### src/rtl/zoom_hdmi_pkg.sv
// Shared types and 720p default timing for the zoom-to-HDMI pixel output path.
package zoom_hdmi_pkg;

  typedef enum logic [1:0] {
    IDLE  = 2'd0,
    PRIME = 2'd1,
    RUN   = 2'd2
  } state_e;

  typedef logic [23:0] pixel_t;

  localparam int H_ACTIVE_720P = 1280;
  localparam int H_FP_720P     = 110;
  localparam int H_SYNC_720P   = 40;
  localparam int H_BP_720P     = 220;
  localparam int V_ACTIVE_720P = 720;
  localparam int V_FP_720P     = 5;
  localparam int V_SYNC_720P   = 5;
  localparam int V_BP_720P     = 20;

endpackage

### src/rtl/zoom_hdmi_timing_cnt.sv
// Raster h/v counters with wrap, plus combinational hs/vs/de and zoom-window decode.
module zoom_hdmi_timing_cnt
  import zoom_hdmi_pkg::*;
#(
  parameter int   H_ACTIVE = H_ACTIVE_720P,
  parameter int   H_FP     = H_FP_720P,
  parameter int   H_SYNC   = H_SYNC_720P,
  parameter int   H_BP     = H_BP_720P,
  parameter int   V_ACTIVE = V_ACTIVE_720P,
  parameter int   V_FP     = V_FP_720P,
  parameter int   V_SYNC   = V_SYNC_720P,
  parameter int   V_BP     = V_BP_720P,
  parameter logic HS_POL   = 1'b1,
  parameter logic VS_POL   = 1'b1,
  parameter int   WIN_X    = 320,
  parameter int   WIN_Y    = 180,
  parameter int   WIN_W    = 640,
  parameter int   WIN_H    = 360,
  parameter int   CNT_W    = 12
) (
  input  logic clk,
  input  logic rst,
  input  logic run,
  output logic hs,
  output logic vs,
  output logic de,
  output logic in_win,
  output logic frame_last,
  output logic req_pt
);

  localparam logic [CNT_W-1:0] H_LAST   = CNT_W'(H_ACTIVE + H_FP + H_SYNC + H_BP - 1);
  localparam logic [CNT_W-1:0] V_LAST   = CNT_W'(V_ACTIVE + V_FP + V_SYNC + V_BP - 1);
  localparam logic [CNT_W-1:0] H_ACT    = CNT_W'(H_ACTIVE);
  localparam logic [CNT_W-1:0] V_ACT    = CNT_W'(V_ACTIVE);
  localparam logic [CNT_W-1:0] HS_START = CNT_W'(H_ACTIVE + H_FP);
  localparam logic [CNT_W-1:0] HS_END   = CNT_W'(H_ACTIVE + H_FP + H_SYNC);
  localparam logic [CNT_W-1:0] VS_START = CNT_W'(V_ACTIVE + V_FP);
  localparam logic [CNT_W-1:0] VS_END   = CNT_W'(V_ACTIVE + V_FP + V_SYNC);
  localparam logic [CNT_W-1:0] WX_LO    = CNT_W'(WIN_X);
  localparam logic [CNT_W-1:0] WX_HI    = CNT_W'(WIN_X + WIN_W);
  localparam logic [CNT_W-1:0] WY_LO    = CNT_W'(WIN_Y);
  localparam logic [CNT_W-1:0] WY_HI    = CNT_W'(WIN_Y + WIN_H);

  logic [CNT_W-1:0] h_q, h_d, v_q, v_d;

  // counters sit at 0 outside RUN so the first RUN cycle is h=0, v=0
  always_comb begin
    h_d = h_q;
    v_d = v_q;
    if (!run) begin
      h_d = '0;
      v_d = '0;
    end else if (h_q == H_LAST) begin
      h_d = '0;
      if (v_q == V_LAST) begin
        v_d = '0;
      end else begin
        v_d = v_q + 1'b1;
      end
    end else begin
      h_d = h_q + 1'b1;
    end
  end

  always_ff @(posedge clk or posedge rst) begin
    if (rst) begin
      h_q <= '0;
      v_q <= '0;
    end else begin
      h_q <= h_d;
      v_q <= v_d;
    end
  end

  always_comb begin
    hs         = ((h_q >= HS_START) && (h_q < HS_END)) ? HS_POL : ~HS_POL;
    vs         = ((v_q >= VS_START) && (v_q < VS_END)) ? VS_POL : ~VS_POL;
    de         = (h_q < H_ACT) && (v_q < V_ACT);
    in_win     = de && (h_q >= WX_LO) && (h_q < WX_HI) && (v_q >= WY_LO) && (v_q < WY_HI);
    frame_last = (h_q == H_LAST) && (v_q == V_LAST);
    req_pt     = (h_q == '0) && (v_q == V_LAST);
  end

endmodule

### src/rtl/zoom_hdmi_pixel_out.sv
// HDMI pixel output stage: pops zoomed pixels inside the window, fills background elsewhere.
// Optional saturating underflow counter port enabled by ZOOM_HDMI_UNDERFLOW_CNT_EN.
module zoom_hdmi_pixel_out
  import zoom_hdmi_pkg::*;
#(
  parameter int     H_ACTIVE = H_ACTIVE_720P,
  parameter int     H_FP     = H_FP_720P,
  parameter int     H_SYNC   = H_SYNC_720P,
  parameter int     H_BP     = H_BP_720P,
  parameter int     V_ACTIVE = V_ACTIVE_720P,
  parameter int     V_FP     = V_FP_720P,
  parameter int     V_SYNC   = V_SYNC_720P,
  parameter int     V_BP     = V_BP_720P,
  parameter logic   HS_POL   = 1'b1,
  parameter logic   VS_POL   = 1'b1,
  parameter int     WIN_X    = 320,
  parameter int     WIN_Y    = 180,
  parameter int     WIN_W    = 640,
  parameter int     WIN_H    = 360,
  parameter pixel_t BG_COLOR = 24'h000000,
  parameter int     CNT_W    = 12
) (
  input  logic        rd_clk,
  input  logic        rd_rst,
  input  logic        en,
  input  logic        rd_vld,
  input  logic [23:0] rd_data,
  output logic        rd_en,
  output logic        frame_req,
  output logic        hs,
  output logic        vs,
  output logic        de,
  output logic [23:0] rgb,
  output logic        underflow
`ifdef ZOOM_HDMI_UNDERFLOW_CNT_EN
  ,
  output logic [15:0] underflow_cnt
`endif
);

  state_e state_q, state_d;
  logic   hs_s, vs_s, de_s, win_s, frame_last_s, req_pt_s, uf_hit_s;
  logic   hs_q, hs_d, vs_q, vs_d, de_q, de_d, frame_req_q, frame_req_d;
  logic   underflow_q, underflow_d;
  pixel_t rgb_q, rgb_d;

  zoom_hdmi_timing_cnt #(
    .H_ACTIVE(H_ACTIVE), .H_FP(H_FP), .H_SYNC(H_SYNC), .H_BP(H_BP),
    .V_ACTIVE(V_ACTIVE), .V_FP(V_FP), .V_SYNC(V_SYNC), .V_BP(V_BP),
    .HS_POL(HS_POL), .VS_POL(VS_POL),
    .WIN_X(WIN_X), .WIN_Y(WIN_Y), .WIN_W(WIN_W), .WIN_H(WIN_H),
    .CNT_W(CNT_W)
  ) u_timing (
    .clk       (rd_clk),
    .rst       (rd_rst),
    .run       (state_q == RUN),
    .hs        (hs_s),
    .vs        (vs_s),
    .de        (de_s),
    .in_win    (win_s),
    .frame_last(frame_last_s),
    .req_pt    (req_pt_s)
  );

  always_ff @(posedge rd_clk or posedge rd_rst) begin
    if (rd_rst) begin
      state_q <= IDLE;
    end else begin
      state_q <= state_d;
    end
  end

  // a frame, once started, always runs to its last pixel before en is honoured
  always_comb begin
    state_d = state_q;
    case (state_q)
      IDLE:    state_d = en ? PRIME : IDLE;
      PRIME:   state_d = rd_vld ? RUN : PRIME;
      RUN:     state_d = (frame_last_s && !en) ? IDLE : RUN;
      default: state_d = IDLE;
    endcase
  end

  always_comb begin
    hs_d        = ~HS_POL;
    vs_d        = ~VS_POL;
    de_d        = 1'b0;
    rgb_d       = '0;
    rd_en       = 1'b0;
    frame_req_d = 1'b0;
    uf_hit_s    = 1'b0;
    case (state_q)
      IDLE:  frame_req_d = en;
      PRIME: frame_req_d = 1'b0;
      RUN: begin
        hs_d        = hs_s;
        vs_d        = vs_s;
        de_d        = de_s;
        rd_en       = win_s && rd_vld;
        frame_req_d = req_pt_s && en;
        uf_hit_s    = win_s && !rd_vld;
        // a missing pixel is replaced by background, never stalled
        if (win_s) begin
          rgb_d = rd_vld ? rd_data : BG_COLOR;
        end else if (de_s) begin
          rgb_d = BG_COLOR;
        end else begin
          rgb_d = '0;
        end
      end
      default: frame_req_d = 1'b0;
    endcase
    underflow_d = underflow_q || uf_hit_s;
  end

  always_ff @(posedge rd_clk or posedge rd_rst) begin
    if (rd_rst) begin
      hs_q        <= ~HS_POL;
      vs_q        <= ~VS_POL;
      de_q        <= 1'b0;
      rgb_q       <= '0;
      frame_req_q <= 1'b0;
      underflow_q <= 1'b0;
    end else begin
      hs_q        <= hs_d;
      vs_q        <= vs_d;
      de_q        <= de_d;
      rgb_q       <= rgb_d;
      frame_req_q <= frame_req_d;
      underflow_q <= underflow_d;
    end
  end

  assign hs        = hs_q;
  assign vs        = vs_q;
  assign de        = de_q;
  assign rgb       = rgb_q;
  assign frame_req = frame_req_q;
  assign underflow = underflow_q;

`ifdef ZOOM_HDMI_UNDERFLOW_CNT_EN
  logic [15:0] uf_cnt_q, uf_cnt_d;

  always_comb begin
    if (uf_hit_s && (uf_cnt_q != 16'hFFFF)) begin
      uf_cnt_d = uf_cnt_q + 16'd1;
    end else begin
      uf_cnt_d = uf_cnt_q;
    end
  end

  always_ff @(posedge rd_clk or posedge rd_rst) begin
    if (rd_rst) begin
      uf_cnt_q <= 16'd0;
    end else begin
      uf_cnt_q <= uf_cnt_d;
    end
  end

  assign underflow_cnt = uf_cnt_q;
`endif

endmodule

### config.mk
export PLATFORM = sky130hd
export DESIGN_NAME = zoom_hdmi_pixel_out
export DESIGN_NICKNAME = d
export VERILOG_FILES = /design/src/rtl/zoom_hdmi_pkg.sv /design/src/rtl/zoom_hdmi_timing_cnt.sv /design/src/rtl/zoom_hdmi_pixel_out.sv
export SDC_FILE = /design/constraint.sdc
export NUM_CORES = 1
export LEC_CHECK = 0
export BUFFER_PORTS_ARGS = -buffer_cell sky130_fd_sc_hd__buf_2
export CAP_MARGIN = 20
export CORE_ASPECT_RATIO = 1.5
export CORE_UTILIZATION = 40
export CTS_BUF_LIST = sky130_fd_sc_hd__clkbuf_8 sky130_fd_sc_hd__clkbuf_16
export DETAILED_ROUTE_END_ITERATION = 6
export GPL_ROUTABILITY_DRIVEN = 0
export HOLD_SLACK_MARGIN = 0.06
export PLACE_DENSITY = 0.7
export SKIP_CTS_REPAIR_TIMING = 1
export SLEW_MARGIN = 10
export SYNTH_ARGS = -nofsm -noshare
export SYNTH_HDL_FRONTEND = slang
export SYNTH_SLANG_ARGS = --single-unit
### constraint.sdc
create_clock -name rd_clk -period 2.95 [get_ports rd_clk]
set_input_delay 0.7375 -clock rd_clk [delete_from_list [all_inputs] [get_ports rd_clk]]
set_output_delay 0.7375 -clock rd_clk [all_outputs]
set_load 0.01 [all_outputs]
# ---- After elaboration in Yosys (flattened, before gate mapping)
# Index checks and enable logic that the tools add are counted.
dict set report classes {
  add_sub_neg 2
  order_cmp 10
  n_eq_ne 5
  n_mux 20
  n_reduce_logical 18
}
# op n
set ops {}
lappend ops {{$mux W24} 3}
lappend ops {{$mux W12} 5}
lappend ops {{$lt A12 B10 Y1 const B} 4}
lappend ops {{$add A12 B1 Y12 const B} 2}
lappend ops {{$lt A12 B11 Y1 const B} 2}
lappend ops {{$logic_and A1 B1 Y1} 13}
lappend ops {{$eq A12 B10 Y1 const B} 1}
lappend ops {{$eq A12 B11 Y1 const B} 1}
lappend ops {{$ge A12 B10 Y1 const B} 1}
lappend ops {{$ge A12 B11 Y1 const B} 1}
lappend ops {{$ge A12 B8 Y1 const B} 1}
lappend ops {{$ge A12 B9 Y1 const B} 1}
lappend ops {{$logic_not A12 Y1} 1}
lappend ops {{$mux W1} 8}
lappend ops {{$pmux W2 S3} 1}
lappend ops {{$mux W2} 2}
lappend ops {{$eq A2 B1 Y1 const B} 1}
lappend ops {{$eq A2 B2 Y1 const B} 1}
lappend ops {{$logic_not A1 Y1} 2}
lappend ops {{$logic_not A2 Y1} 1}
lappend ops {{$ne A2 B2 Y1 const B} 1}
lappend ops {{$pmux W1 S2} 1}
lappend ops {{$logic_or A1 B1 Y1} 1}
dict set report totals {
  reg_bits 55
  in_bits 28
  output_inout_bits 30
  wordCells 64
}

# ---- Logic depth before layout (Yosys ltp)
dict set report depth {
  ltp_word 9
  mapped_depth 8
}

# ---- Hierarchy
# From an unflattened synthesis, not the netlist that was laid out.
dict set report unflattened {
  cells_unflattened 266
  area_unflattened_um2 2725.1
}
# module n_inst cells_each area_each_um2 seq_area_each_um2
set modules_own_cells {}
lappend modules_own_cells {zoom_hdmi_timing_cnt 1 193 1675.4 600.6}
lappend modules_own_cells {zoom_hdmi_pixel_out 1 73 1049.8 775.7}

# ---- Worst setup path before layout
# Ideal clock, no wire load.
dict set report synth_timing {
  path_type {register -> output}
  start {register state_q[0]}
  end {output port rd_en}
  arrival_time_ps 1899
  required_ps 2213
  path_slack_ps 313
  stages_incl_launch_ff 5
  cell_sequence {dfrtp_1 or3b_2 a2111o_1 a211oi_1 clkbuf_1}
}
dict set report synth_via {
  elab_chain_cells 2
}
# element line
set synth_rtl {}
lappend synth_rtl {{start, declared} zoom_hdmi_pixel_out.sv:41} ;# state_e state_q, state_d;
lappend synth_rtl {{start signal, assigned} zoom_hdmi_pixel_out.sv:69} ;# state_q <= state_d;
lappend synth_rtl {{$eq A2 B2 Y1} zoom_hdmi_pixel_out.sv:92} ;# case (state_q)
lappend synth_rtl {{$mux W1} zoom_hdmi_pixel_out.sv:92}
lappend synth_rtl {{end, declared} zoom_hdmi_pixel_out.sv:28} ;# output logic rd_en,
# Every way passes these cells.

# ---- Final worst setup path
# Same ends and word-level chain as after synthesis.

==> flow_summary_export.csv <==
group,metric,value,unit
logic_synthesis,syn_area_per_cell,10.2,sq um
pwr,power.switching,461,uW
global_routing,grt_pass1_wl,9110,um
detailed_routing,dr_wl_met3,133,um
clocking,cts_buffers,5,
finish,final_util,49.2,%
logic_synthesis,synthAdderAreaFrac,2.85,%
logic_synthesis,synthMuxAreaShare,0,%
clocking,max-clock-path-buffers,2,
finish,fillers,586,
detailed_routing,drt_pass1_iterations,4,
global_routing,grt_pass1_vias,1965,
pwr,p_per_area,527,nW/um^2
sta,period_needed,2.73,ns
global_routing,grt_max_degree,31,
floorplanning,dieArea,6910,sq um
logic_synthesis,netlist.area_leader.share,52.3,%
pwr,total_power,1620,uW
finish,layout-drive-gt1-share,25.0,%
sta,setup_viol,0,
logic_synthesis,synth_xor_area_share,3.33,%
critical_path,arrival,1.99,ns
logic_synthesis,async_flop_share,100,%
finish,final_cells,382,
detailed_routing,top_layer_used,"met4",
detailed_routing,ant_nets,0,
global_routing,grt_antenna_before_repair,0,
critical_path,endpoint_kind,"output pin",
clocking,clkLatencyLatePin,0.31,ns
global_routing,gr-total-overflow,0,
logic_synthesis,synth_nets,291,
floorplanning,core_area,6260,sq um
finish,num-nets-final,341,
logic_synthesis,ys_ff_latch,55,
sta,hold_violations,0,
logic_synthesis,synth_top_family_by_area,"simple AND/OR/NAND/NOR gates",
detailed_routing,wl_met2,3210,um
finish,area_delta_synth_final,17.1,%
logic_synthesis,ys.flop_type,"dfrtp_1",
finish,antenna-diode-count,0,
finish,regArea,1380,sq um
critical_path,required,2.21,ns
logic_synthesis,synth_cell_types,44,
critical_path,cp-start-kind,"register",
pwr,p_leak,0.00154,uW
sta,tightest_slew,0.708,ns
pwr,combPwrFrac,13.7,%
pwr,pwr-share-seq,54.8,%
placement,dp_cells,374,
outcome,status,"finished, final reports clean",
floorplanning,io_pins,58,
hold_path,hold_path.class,"in -> async",
detailed_routing,drtIter0Drc,135,
placement,hpwl,4230,um
logic_synthesis,yosysSeqAreaShare,52.3,%
sta,skew,0.00273,ns
detailed_routing,drt-total-wl,5790,um
sta,maxSlewHeadroom,52.7,%
clocking,cts_tree,"done",
logic_synthesis,synth_compound_area_share,12.8,%
detailed_routing,drc,0,
floorplanning,die_y,101,um
detailed_routing,wl_met1,2240,um
job,maxCapViolations,0,
logic_synthesis,syn_area,2630,sq um
critical_path,crit_fanout,6,
sta,post-route-period-util,92.5,%
sta,fmax,366,MHz
sta,maxSlewViolCount,0,
detailed_routing,post_drt_wl_per_cell,15.2,um
sta,rsz0062_at_grt,"no",
pwr,swShare,28.4,%
clocking,cts_root_buffer,"clkbuf_8",
global_routing,globalRouteTotalUtil,17.6,%
floorplanning,chipWidth,68.2,um
detailed_routing,vias,2037,
placement,portBuffers,57,
critical_path,crit_type,"reg -> out",
finish,multiInputGateArea,1130,sq um
clocking,clk_pin_slew,0.10,ns
logic_synthesis,synthSimpleGateAreaFrac,23.8,%
logic_synthesis,ys_warn_count,0,
logic_synthesis,netlist_instances,257,
floorplanning,num_rows,35,
clocking,numClockSinks,55,
sta,setup_tns,0,ns
pwr,p_clk_share,31.5,%
logic_synthesis,yosys-top-cells-area,"dfrtp_1 52%, and2_1 6.9%, ha_1 2.9%, nand3_1 2.5%, nor2_1 2.4%",
floorplanning,start_util,42.0,%
pwr,power.internal,1160,uW
logic_synthesis,yosysTopAreaCell,"dfrtp_1",
logic_synthesis,synth_edf_count,0,
detailed_routing,vias_per_cell,5.33,
clocking,htreeDepth,2,
pwr,peakVddDrop,0.000192,V
cells in the final DEF (no fill, tap or decap), types with 6 or more instances in the layout:
cell,count
xnor2_1,6
dfrtp_1,55
inv_1,13
nor2_1,17
a21oi_1,10
o21ai_0,8
nand3_1,13
buf_2,57
ha_1,6
and2_1,29
nand4_1,6
nand2_1,11
worst paths after layout:
kind	slack, ns	from	cells past startpoint	endpoint
min in group rd_clk	0.47	underflow	1	underflow
setup reg to reg	0.44	u_timing.h_q[7]	4	u_timing.v_q[7]
max in group asynchronous	1.93	rd_rst	3	u_timing.h_q[6]
hold reg to reg	0.47	underflow	1	underflow
setup / recovery	0.22	state_q[0]	4	rd_en
hold / removal	0.47	rd_rst	2	rgb[6]
registers in the layout (all words and copies together), names as in the netlist:
register      count
de                1
frame_req         1
hs                1
rgb              24
state_q           2
u_timing.h_q     12
u_timing.v_q     12
underflow         1
vs                1
area by class of cell:
class / instances / share of cell area, %
repair buffers: 60 / 10.4
flip-flops and latches: 55 / 44.7
clock inverters: 3 / 1.38
well taps: 74 / 3.01
inverters: 13 / 1.58
multi-input cells: 172 / 36.7
clock buffers: 5 / 2.23
metrics by stage:
step,setup WS [ns],hold slack (ns),cell area [sq um]
CTS,0.205,0.476,3080
detailed placement,0.467,0.454,2970
global route,0.161,0.497,3080
global placement,0.525,0.440,2970
finish,0.221,0.467,3080
floorplan,0.313,0.476,2630
power groups by stage:
stage,Sequential (uW),Combinational [uW],Clock (uW)
2_1_floorplan,848,212,0
3_3_place_gp,902,213,0
3_5_place_dp,904,226,0
4_1_cts,889,228,527
5_1_grt,900,253,541
6_report,890,222,512
layer usage:
| layer | vias up | GRT usage (%) |
|---|---|---|
| li1 | 999 | - |
| met4 | 0 | 9.78 |
| met1 | 976 | 19.7 |
| met2 | 44 | 30.8 |
| met5 | - | 0 |
| met3 | 18 | 2.48 |
synthesized netlist by cell type (2+ instances only):
cell	instances
and4_1	4
dfrtp_1	55
a21o_1	3
a32oi_1	4
nor4_1	4
nand2b_1	4
nor3_1	2
inv_1	13
or4_4	2
or4_1	2
and2_1	29
a21oi_1	10
or3_1	5
nor2_1	17
xnor2_1	6
buf_6	2
nand3_1	13
a211oi_1	2
o22ai_1	3
ha_1	6
clkbuf_1	14
a31oi_1	4
nor2b_1	2
a41oi_1	3
nand4_1	6
o31ai_2	3
o21ai_0	8
nand2_1	11
and3_1	2
xor2_1	4
cell families after synthesis:
kind of cell               after synthesis
and+or+nand+nor                        109
DFF                                     55
AOI/OAI and AO/OA                       47
buffers and inverters                   30
xor gates and xnor gates                10
adders and majority gates                6
critical path: stages (launching register included):
cell      delay (ns)
dfrtp_1         0.44
or3b_2          0.49
a2111o_1        0.39
a211oi_2        0.19
buf_2           0.17
Note: power is estimated with default switching activity, not from simulation.
